## config.mk

```make
export PLATFORM = sky130hd
export DESIGN_NAME = serial_addsub
export DESIGN_NICKNAME = d
export VERILOG_FILES = /design/src/rtl/serial_addsub.sv
export SDC_FILE = /design/constraint.sdc
export NUM_CORES = 1
export LEC_CHECK = 0
export ABC_AREA = 1
export CORE_UTILIZATION = 40
export CTS_CLUSTER_SIZE = 40
export DETAILED_ROUTE_END_ITERATION = 7
export PLACE_DENSITY_LB_ADDON = 0.12
export SYNTH_ARGS = -nofsm -noshare
export SYNTH_HDL_FRONTEND = slang
export SYNTH_SLANG_ARGS = --single-unit
```

## constraint.sdc

```tcl
create_clock -name clk -period 2 [get_ports clk]
set_input_delay 0.6 -clock clk [delete_from_list [all_inputs] [get_ports clk]]
set_output_delay 0.6 -clock clk [all_outputs]
set_load 0.02 [all_outputs]
```

## src/rtl/serial_addsub.sv

```systemverilog
// serial_addsub: bit-serial unsigned adder/subtractor.
// One operand bit is folded through a 1-bit full adder per clock, LSB first.
// The full-width result is published only once, on entry to S_DONE.
//
// state  | meaning
// -------+------------------------------------------------------------
// S_IDLE | waiting for start; result holds the last completed value
// S_RUN  | one operand bit processed per rising edge, WIDTH edges total
// S_DONE | one-cycle result-valid pulse; start here chains a new op
module serial_addsub #(
  parameter int WIDTH = 4
) (
  input  logic             clk,
  input  logic             rst_n,
  input  logic             start,
  input  logic             mode,
  input  logic [WIDTH-1:0] a,
  input  logic [WIDTH-1:0] b,
  output logic             busy,
  output logic             done,
  output logic [WIDTH+1:0] result
);

  localparam int CW = (WIDTH > 2) ? $clog2(WIDTH) : 1;
  localparam logic [CW-1:0] LAST_BIT = CW'(WIDTH - 1);

  typedef enum logic [1:0] {
    S_IDLE = 2'd0,
    S_RUN  = 2'd1,
    S_DONE = 2'd2
  } state_t;

  state_t r_state;
  state_t w_next;

  logic [WIDTH-1:0] r_a;
  logic [WIDTH-1:0] r_b;
  logic [WIDTH-2:0] r_sum;
  logic             r_mode;
  logic             r_carry;
  logic [CW-1:0]    r_cnt;
  logic [WIDTH+1:0] r_result;

  logic             w_accept;
  logic             w_last;
  logic             w_cin;
  logic             w_bbit;
  logic             w_sum;
  logic             w_cout;
  logic [WIDTH-1:0] w_sum_all;

  // The carry register is cleared on acceptance, so bit 0 takes its
  // carry-in straight from the mode (1 for subtract: a + ~b + 1).
  assign w_cin     = (r_cnt == '0) ? r_mode : r_carry;
  assign w_bbit    = r_b[0] ^ r_mode;
  assign w_sum     = r_a[0] ^ w_bbit ^ w_cin;
  assign w_cout    = (r_a[0] & w_bbit) | (r_a[0] & w_cin) | (w_bbit & w_cin);
  assign w_sum_all = {w_sum, r_sum};
  assign w_last    = (r_state == S_RUN) && (r_cnt == LAST_BIT);
  assign result    = r_result;

  // State register.
  always_ff @(posedge clk or negedge rst_n) begin
    if (!rst_n) begin
      r_state <= S_IDLE;
    end else begin
      r_state <= w_next;
    end
  end

  // Next-state decode plus busy/done/accept, all Moore except accept.
  always_comb begin
    w_next   = r_state;
    w_accept = 1'b0;
    busy     = 1'b0;
    done     = 1'b0;
    case (r_state)
      S_IDLE: begin
        if (start) begin
          w_accept = 1'b1;
          w_next   = S_RUN;
        end
      end
      S_RUN: begin
        busy = 1'b1;
        if (r_cnt == LAST_BIT) begin
          w_next = S_DONE;
        end
      end
      S_DONE: begin
        done = 1'b1;
        if (start) begin
          w_accept = 1'b1;
          w_next   = S_RUN;
        end else begin
          w_next = S_IDLE;
        end
      end
      default: begin
        w_next = S_IDLE;
      end
    endcase
  end

  // Operand capture and serial datapath; operands shift right so bit 0
  // always feeds the adder, partial sum bits shift in from the top.
  always_ff @(posedge clk or negedge rst_n) begin
    if (!rst_n) begin
      r_a     <= '0;
      r_b     <= '0;
      r_sum   <= '0;
      r_mode  <= 1'b0;
      r_carry <= 1'b0;
      r_cnt   <= '0;
    end else if (w_accept) begin
      r_a     <= a;
      r_b     <= b;
      r_mode  <= mode;
      r_carry <= 1'b0;
      r_cnt   <= '0;
    end else if (r_state == S_RUN) begin
      r_a     <= r_a >> 1;
      r_b     <= r_b >> 1;
      r_sum   <= w_sum_all[WIDTH-1:1];
      r_carry <= w_cout;
      r_cnt   <= r_cnt + CW'(1);
    end
  end

  // Result register: loaded only on the edge that processes the last bit.
  // Add: {0, carry}; subtract: both upper bits are the inverted carry
  // (no borrow -> non-negative, borrow -> sign-extended negative).
  always_ff @(posedge clk or negedge rst_n) begin
    if (!rst_n) begin
      r_result <= '0;
    end else if (w_last) begin
      r_result <= {r_mode & ~w_cout, w_cout ^ r_mode, w_sum_all};
    end
  end

endmodule

```

==> results.cfg <==
[global_routing]
grt_start_max_net_pins = 24
track_usage = 0.174
overflow = 0
grt_pass1_vias = 756
grt_pass1_wl_um = 3460
antenna_found_initial = 0

[floorplan]
fp.dieH_um = 54.0
chipWidth_um = 54.0
die-area_um2 = 2910
core-area_um2 = 2520
io_pins = 20
floorplan.initialDensity = 0.428
rows = 18

[cts]
cts_tree = yes
insertion_delay_ps = 300
clk_pin_slew_ps = 120
cts.htree.levels = 1
clock_path_buffers = 2
clock_sinks = 23
cts_buffers = 3
cts_root_buf = clkbuf_4

[min_path]
min_path_type = flip-flop to flip-flop

[timing]
hold-worst-slack_ps = 486
fmax_mhz = 534
relSlewSlack = 0.800
fin_skew_ps = 1.43
finalSetupViolations = 0
period_minus_slack_ps = 1870
maxSlewViolCount = 0
hold_viol_final = 0
rsz0062_at_grt = false
tightestPinTransition_ps = 299
tns_ps = 0
period_share = 0.936

[routing]
via_count = 827
wire_per_inst_um = 11.6
drc = 0
drtAntennaViolNets = 0
initialDrtViolationCount = 13
dr.pass1.iters = 6
avgViaCountPerCell = 4.67
postRouteWirelength_um = 2050

[critical_path]
crit_family = buffers and inverters
cp_max_fo = 2
crit_start = result[3]
arrival_ps = 1270
reg2reg_slack_ps = 280
r2r.worst_path.cells = 10
worstSetupEndpointType = output pin
crit_type = flip-flop to output pin
crit_path_end = result[3]
critPathSlowestCell = clkdlybuf4s50_1
cp.depth = 1
critPathRequiredTime_ps = 1400
cp.buffers_inverters = 1
max_stage_delay_ps = 600
crit_path_cell_trace = clkdlybuf4s50_1
regToRegEndpoint = result[4]
r2r-start = r_cnt[0]
startpoint_type = flip-flop

[place]
gp_congestion = 0.757
placedCellCount = 173
place_hpwl_um = 1500
port_buffers = 19

[synthesis]
ys_seq_elements = 23
synth_cells = 122
synth.avg_cell_area_um2 = 8.85
ys_types = 17
syn_area_um2 = 1080
mappedNetlistNets = 138
synth-seq-area-share = 0.533
ys_warn_count = 0

[power]
power_density_nw_per_um2 = 1570
p_leak_nw = 0.683
vdd.ir_drop.worst_mv = 0.877

[run]
max_cap_violations = 0

[final_layout]
area_growth_pct = 24.3
drive_gt1_frac = 0.116
layout_commonest_cell = nand2_1
fillers = 258
stdcell_count = 177
num_antenna_cells = 0
nets = 164
final_cell_mix = nand2_1 (47), dfrtp_1 (23), clkdlybuf4s50_1 (17)

[outcome]
status = complete, no violations
final cells by class:
type	instances	area (um2)	area share
clock buffer	4	26.3	0.0196
inverter	13	48.8	0.0363
multi-input combinational	84	437	0.325
sequential	23	576	0.429
tap	30	37.5	0.0280
timing repair buffer	23	218	0.162
repair_timing:
action                                  in CTS  in global routing
endpoints found under the setup margin       2                  0
buffers inserted                             0                  0
hold endpoints to repair                     0                  0
resized for setup                            2                  0
hold buffers                                 0                  0
metal layers:
metal	GRT usage	vias up	routed length, um
li1	-	430	-
met1	0.218	375	965
met2	0.292	20	986
met3	0.0254	2	79
met4	0.0789	0	15
met5	0	-	0
Yosys cell counts:
cell / n / share of area
nor2_4: 2 / 0.021
xor2_1: 1 / 0.0081
nor2_1: 6 / 0.021
buf_4: 1 / 0.0070
nand2_2: 2 / 0.012
ha_1: 3 / 0.035
dfrtp_1: 23 / 0.53
inv_2: 1 / 0.0035
o21ai_2: 4 / 0.032
nand2_1: 47 / 0.16
buf_6: 1 / 0.010
o21ai_0: 4 / 0.019
nand2_4: 1 / 0.010
nand3_1: 11 / 0.051
nand3b_1: 2 / 0.014
inv_1: 12 / 0.042
fa_1: 1 / 0.019
worst min-delay path by stage:
stage | from | to | slack, ps | cells after the start
floorplan | rst_n | r_a[0] | 300 | 0
global placement | r_sum[1] | result[1] | 450 | 2
detailed placement | r_sum[1] | result[1] | 460 | 2
CTS | r_sum[1] | result[1] | 490 | 2
global route | result[1] | result[1] | 510 | 2
finish | r_sum[0] | result[0] | 490 | 2
worst register-to-register path, cell delays in order, from the launching register on:
cell and delay (ps):
dfrtp_1 370, inv_1 80, ha_1 210, nand2_1 70, o21ai_0 110, fa_1 390
inv_1 70, ha_1 220, inv_1 50, nand2_1 40, nand2_1 60
metrics by stage:
step | setup WS (ps) | power [W] | utilization | area, um2
floorplan | 416 | 0.00159 | - | 1080
CTS | 108 | 0.00214 | 0.532 | 1340
global route | 57.9 | 0.00236 | 0.532 | 1340
global placement | 232 | 0.00191 | 0.523 | 1320
finish | 129 | 0.00210 | 0.532 | 1340
detailed placement | 200 | 0.00193 | 0.523 | 1320
report_power, final:
group,total [W],internal (W),switching (W)
logic,0.00109,0.000445,0.000643
registers,0.000803,0.000682,0.000121
clock network,0.000211,0.0000778,0.000133
flip-flops by register name, indices dropped and copies added, names as in the netlist:
register / flops
r_state: 2
r_mode: 1
result: 6
r_cnt: 2
r_sum: 3
r_a: 4
r_b: 4
r_carry: 1
logic make-up (layout without fill, tap and decap cells):
family	Yosys count	after routing	synth area share
AND/OR/NAND/NOR	71	71	0.292
flip-flops	23	23	0.533
buffers and inverters	15	40	0.0626
AO/OA/AOI/OAI	8	8	0.0510
adder cells (fa/ha/maj)	4	4	0.0533
XOR/XNOR	1	1	0.00811
(Power assumes the default switching activity.)
